===== src/rtl/fetch_unit_pkg.sv =====
// Shared fetch-stage types and default configuration.
// Imported by the fetch FIFO and the fetch unit.
package fetch_unit_pkg;

  localparam int CFG_XLEN     = 32;
  localparam int CFG_ADDR_LEN = 8;

  localparam logic [CFG_XLEN-1:0] CFG_RESET_VECTOR = 32'h0000_0000;

  typedef struct packed {
    logic [CFG_XLEN-1:0] instr;
    logic [CFG_XLEN-1:0] pc;
  } fetch_entry_t;

endpackage


===== src/rtl/fetch_fifo.sv =====
// Circular skid buffer of fetched {instr, pc} entries.
// Depth need not be a power of two; flush wins over push and pop.
module fetch_fifo
  import fetch_unit_pkg::*;
#(
  parameter  int DEPTH = 2,
  localparam int CW    = $clog2(DEPTH + 1),
  localparam int PW    = (DEPTH > 1) ? $clog2(DEPTH) : 1
) (
  input  logic         clk,
  input  logic         rst,
  input  logic         flush,
  input  logic         push,
  input  fetch_entry_t din,
  input  logic         pop,
  output fetch_entry_t head,
  output logic [CW-1:0] occ
);

  fetch_entry_t    mem [DEPTH];
  logic [PW-1:0]   rd_ptr;
  logic [PW-1:0]   wr_ptr;
  logic            do_push;
  logic            do_pop;

  function automatic logic [PW-1:0] nxt(
    input logic [PW-1:0] p
  );
    return (p == PW'(DEPTH - 1)) ? '0 : p + 1'b1;
  endfunction

  assign do_push = push && !flush;
  assign do_pop  = pop && !flush && (occ != '0);
  assign head    = mem[rd_ptr];

  always_ff @(posedge clk) begin
    if (do_push) begin
      mem[wr_ptr] <= din;
    end
  end

  always_ff @(posedge clk or negedge rst) begin
    if (!rst) begin
      rd_ptr <= '0;
      wr_ptr <= '0;
      occ    <= '0;
    end else if (flush) begin
      rd_ptr <= '0;
      wr_ptr <= '0;
      occ    <= '0;
    end else begin
      if (do_push) begin
        wr_ptr <= nxt(wr_ptr);
      end
      if (do_pop) begin
        rd_ptr <= nxt(rd_ptr);
      end
      if (do_push && !do_pop) begin
        occ <= occ + CW'(1);
      end else if (!do_push && do_pop) begin
        occ <= occ - CW'(1);
      end
    end
  end

endmodule


===== src/rtl/fetch_unit.sv =====
// Instruction fetch stage: owns the PC, drives iram, and feeds
// decode through a skid FIFO with redirect flush.
module fetch_unit
  import fetch_unit_pkg::*;
#(
  parameter int                XLEN         = CFG_XLEN,
  parameter int                ADDR_LEN     = CFG_ADDR_LEN,
  parameter logic [XLEN-1:0]   RESET_VECTOR = CFG_RESET_VECTOR,
  parameter int                FIFO_DEPTH   = 2
) (
  input  logic                clk,
  input  logic                rst,
  output logic [ADDR_LEN-1:0] iram_addr,
  input  logic [XLEN-1:0]     iram_data,
  output logic                instr_valid,
  input  logic                instr_ready,
  output logic [XLEN-1:0]     instr,
  output logic [XLEN-1:0]     instr_pc,
  input  logic                redirect_valid,
  input  logic [XLEN-1:0]     redirect_pc,
  input  logic                fetch_halt
);

  localparam int CW = $clog2(FIFO_DEPTH + 1);

  localparam logic [XLEN-1:0] PC_MASK = ~XLEN'(3);

  logic [XLEN-1:0] fetch_pc;
  logic [XLEN-1:0] inflight_pc;
  logic            inflight;
  logic            pop;
  logic            issue;
  logic [CW-1:0]   occ;
  logic [CW:0]     used;
  logic [CW:0]     room;
  fetch_entry_t    head;
  fetch_entry_t    din;

  assign iram_addr   = fetch_pc[ADDR_LEN+1:2];
  assign instr_valid = (occ != '0);
  assign pop         = instr_valid && instr_ready;

  // Count the word still in flight so a full FIFO is never pushed.
  assign used  = {1'b0, occ} + (CW+1)'(inflight);
  assign room  = (CW+1)'(FIFO_DEPTH) + (CW+1)'(pop);
  assign issue = !redirect_valid && !fetch_halt && (used < room);

  assign din.instr = iram_data;
  assign din.pc    = inflight_pc;

  assign instr    = instr_valid ? head.instr : '0;
  assign instr_pc = instr_valid ? head.pc    : '0;

  always_ff @(posedge clk or negedge rst) begin
    if (!rst) begin
      fetch_pc    <= RESET_VECTOR & PC_MASK;
      inflight    <= 1'b0;
      inflight_pc <= '0;
    end else if (redirect_valid) begin
      fetch_pc <= redirect_pc & PC_MASK;
      inflight <= 1'b0;
    end else begin
      inflight <= issue;
      if (issue) begin
        inflight_pc <= fetch_pc;
        fetch_pc    <= fetch_pc + XLEN'(4);
      end
    end
  end

  fetch_fifo #(
    .DEPTH (FIFO_DEPTH)
  ) u_fifo (
    .clk   (clk),
    .rst   (rst),
    .flush (redirect_valid),
    .push  (inflight),
    .din   (din),
    .pop   (pop),
    .head  (head),
    .occ   (occ)
  );

`ifndef SYNTHESIS
  always_ff @(posedge clk) begin
    if (rst) begin
      assert (!(inflight && occ == CW'(FIFO_DEPTH)));
      assert (used <= (CW+1)'(FIFO_DEPTH));
    end
  end
`endif

endmodule


===== config.mk =====
export PLATFORM = sky130hd
export DESIGN_NAME = fetch_unit
export DESIGN_NICKNAME = d
export VERILOG_FILES = /design/src/rtl/fetch_unit_pkg.sv /design/src/rtl/fetch_fifo.sv /design/src/rtl/fetch_unit.sv
export SDC_FILE = /design/constraint.sdc
export NUM_CORES = 1
export LEC_CHECK = 0
export ABC_CLOCK_PERIOD_IN_PS = 6800
export BUFFER_PORTS_ARGS = -buffer_cell sky130_fd_sc_hd__buf_4
export CAP_MARGIN = 10
export CORE_MARGIN = 2
export CORE_UTILIZATION = 55
export DETAILED_ROUTE_END_ITERATION = 6
export GPL_TIMING_DRIVEN = 1
export HOLD_SLACK_MARGIN = 0.06
export PLACE_DENSITY = 0.79
export SETUP_SLACK_MARGIN = 0.5
export SYNTH_ARGS = -nofsm -noshare
export SYNTH_HDL_FRONTEND = slang
export SYNTH_SLANG_ARGS = --single-unit

===== constraint.sdc =====
create_clock -name clk -period 6.8 [get_ports clk]
set_input_delay 1.36 -clock clk [delete_from_list [all_inputs] [get_ports clk]]
set_output_delay 1.36 -clock clk [all_outputs]
set_load 0.1 [all_outputs]

==> out/qor.yml <==
cells_and_area:
  fin_nets: 758
  most_common_library_cell_in_the_layout_ignoring_fill_and_taps: "sky130_fd_sc_hd__buf_4"
  mostFrequentLayoutCells: "sky130_fd_sc_hd__buf_4 (141), sky130_fd_sc_hd__edfxtp_1 (124), sky130_fd_sc_hd__nor2_1 (76)"
  drive_gt1_frac: 0.316
  syn_to_layout_area_delta_pct: 22.1
  register_area_sq_um: 5350
  multi_input_comb_area_sq_um: 2360
  antenna-diode-count: 0
  nFillCells: 976
grt:
  first_global_vias: 4750
  global_route.usage.total: 0.201
  globalRouteOverflowTotal: 0
  grt_first_pass_wirelength_mm: 23.0
  maximum_number_of_pins_on_one_net_before_global_route_repair: 66
  initial_antenna_violation_count: 0
clock_tree:
  cts_buffer_depth: 2
  cts-root-buf: "sky130_fd_sc_hd__clkbuf_16"
  clock_sink_count: 189
  postCtsSetupBuffers: 0
  cts_hold_buffers: 0
  cts_tree: "yes"
  numCtsBuffers: 17
  number_of_h_tree_levels: 4
  clk_pin_slew_worst_paths_ns: 0.07
  clock_insertion_delay_worst_skew_ns: 0.42
  post_cts_resize_count: 0
die:
  dieArea_sq_um: 15300
  fp.dieW_microns: 124
  fp-row-count: 43
  boundaryPins: 142
  initial_core_util: 0.566
  design.core.area_sq_um: 13900
  chipHeight_microns: 124
synth:
  postSynthCellCount: 559
  syn_area_per_cell_sq_um: 14.1
  number_of_different_library_cells_in_the_post_synthesis_netlist: 42
  netlist_area_sq_um: 7890
  ys_dominant_reg_cell: "sky130_fd_sc_hd__edfxtp_1"
  synth-seq-area-share: 0.678
  yosys_warnings: 0
  synth-async-reset-ratio: 0.344
  post_synth_main_area_contributors: "sky130_fd_sc_hd__edfxtp_1 (47%), sky130_fd_sc_hd__dfrtp_1 (21%), sky130_fd_sc_hd__mux2i_1 (8.1%)"
  yosys.area.top_type: "sky130_fd_sc_hd__edfxtp_1"
  synth_edf_count: 124
  post-synth-top-area-fraction: 0.472
  synth.ff_latch_count: 189
min_path:
  hold_path_class: "flop to flop"
  min_from: "inflight_pc[2]$_DFFE_PN0P_"
routing:
  detail_route.first_pass.iterations: 4
  first_iter_violations: 324
  routedWlPerCell_microns: 17.0
  post_drt_via_cell_ratio: 5.39
  drt_drc: 0
  ant_nets: 0
  dr_total_vias: 4741
  postRouteWirelength_mm: 14.9
critical_path:
  critical_path.startpoint: "u_fifo.rd_ptr$_DFFE_PN0P_"
  worst_ep_required_time_ns: 5.44
  worst_setup_path_end_kind: "output port"
  cp.arrival_ns: 2.29
  crit_path_kind: "flop to output port"
  crit-reg2reg-launch: "inflight$_DFF_PN0_"
  crit_path_max_fanout: 63
  timing.critical_path.from_type: "flop"
sta:
  timing.final.hold_violations: 0
  setup_violations: 0
  max_slew.worst_pin.slew_ns: 1.12
  rsz0062_at_grt: "no"
  fin_tns_setup_ns: 0
  whs_ns: 0.468
  slew_viol_final: 0
  timing.fmax_mhz: 274
  final.setup_skew_ns: 0.00643
  final_min_period_over_clock_period: 0.537
  fin_crit_ns: 3.65
  slew_headroom: 0.254
run:
  cap_viol_max_count: 0
place:
  place.gp.congestion: 0.811
  place.port_buffers: 137
  final_hpwl_from_detailed_placement_mm: 9.49
power_and_ir_drop:
  overall_power_after_layout_uw: 2750
  total_leakage_power_uw: 0.00370
  irDropWorstVdd_mv: 0.172
  power_density_nw_per_um2: 286
run_status:
  run_status: "complete, no violations"
-- critical path: stages (launching register included) --
cell and delay, ns:
sky130_fd_sc_hd__dfrtp_4 1.17, sky130_fd_sc_hd__mux2i_1 0.22, sky130_fd_sc_hd__nor2_1 0.14, sky130_fd_sc_hd__buf_4 0.30
-- registers in the layout, summed over array words and instances (netlist names) --
name and count:
fetch_pc 30, inflight 1, inflight_pc 30, u_fifo.mem 124, u_fifo.occ 2, u_fifo.rd_ptr 1
u_fifo.wr_ptr 1
-- report_power, final --
part	internal, uW	switching [uW]
clock	553	411
sequential	1320	69.7
combinational	127	267
total	2000	748
-- cell type report --
| cell class | count | area share |
|---|---|---|
| repair buffers | 142 | 0.113 |
| clock inverters | 13 | 0.0143 |
| flip-flops and latches | 189 | 0.556 |
| inverters | 4 | 0.00299 |
| multi-input cells | 332 | 0.245 |
| well taps | 180 | 0.0234 |
| clock buffers | 19 | 0.0460 |
-- per-layer routing --
layer | routed length, microns | global-route usage
met1 | 6200 | 0.253
met2 | 7620 | 0.334
met3 | 828 | 0.0394
met4 | 278 | 0.0987
met5 | 0 | 0
-- worst paths after layout --
check | cells after the start | to | slack, ns
worst min register to register | 0 | u_fifo.mem[1][2]$_DFFE_PP_ | 0.47
worst min-delay path | 0 | u_fifo.mem[1][2]$_DFFE_PP_ | 0.47
max in group asynchronous | 1 | u_fifo.rd_ptr$_DFFE_PN0P_ | 5.11
worst max register to register | 6 | fetch_pc[31]$_DFFE_PN0P_ | 4.09
worst max-delay path | 3 | instr[11] | 3.15
min in group asynchronous | 1 | inflight_pc[26]$_DFFE_PN0P_ | 1.02
-- through the flow --
| step | util | std cells | setup slack [ns] | instance area [sq um] |
|---|---|---|---|---|
| final | 0.691 | 879 | 3.15 | 9630 |
| after global routing | 0.691 | 879 | 3.00 | 9630 |
| after CTS | 0.689 | 878 | 3.08 | 9610 |
| after detailed placement | 0.648 | 846 | 3.04 | 9020 |
| after global placement | 0.648 | 846 | 3.08 | 9020 |
| after floorplan | - | 560 | 2.13 | 7900 |
-- cells by family after synthesis --
group	share of synthesized area
compound gates	0.0312
xor+xnor	0.0277
fa+ha+maj	0.00476
buf+inv	0.0263
flops	0.678
mux	0.124
other cells	0.000475
simple gates	0.108
-- cells in the mapped netlist, types with 6 or more instances --
master	number
sky130_fd_sc_hd__xor2_1	22
sky130_fd_sc_hd__o21ai_0	16
sky130_fd_sc_hd__nand3_1	14
sky130_fd_sc_hd__nand4_1	10
sky130_fd_sc_hd__a31oi_1	6
sky130_fd_sc_hd__buf_4	10
sky130_fd_sc_hd__clkbuf_1	22
sky130_fd_sc_hd__mux2i_1	64
sky130_fd_sc_hd__and3_1	6
sky130_fd_sc_hd__o21ai_1	11
sky130_fd_sc_hd__edfxtp_1	124
sky130_fd_sc_hd__nand2_1	33
sky130_fd_sc_hd__dfrtp_1	65
sky130_fd_sc_hd__nor2_1	77
sky130_fd_sc_hd__mux2_2	30
Note: power is estimated with default switching activity, not from simulation.
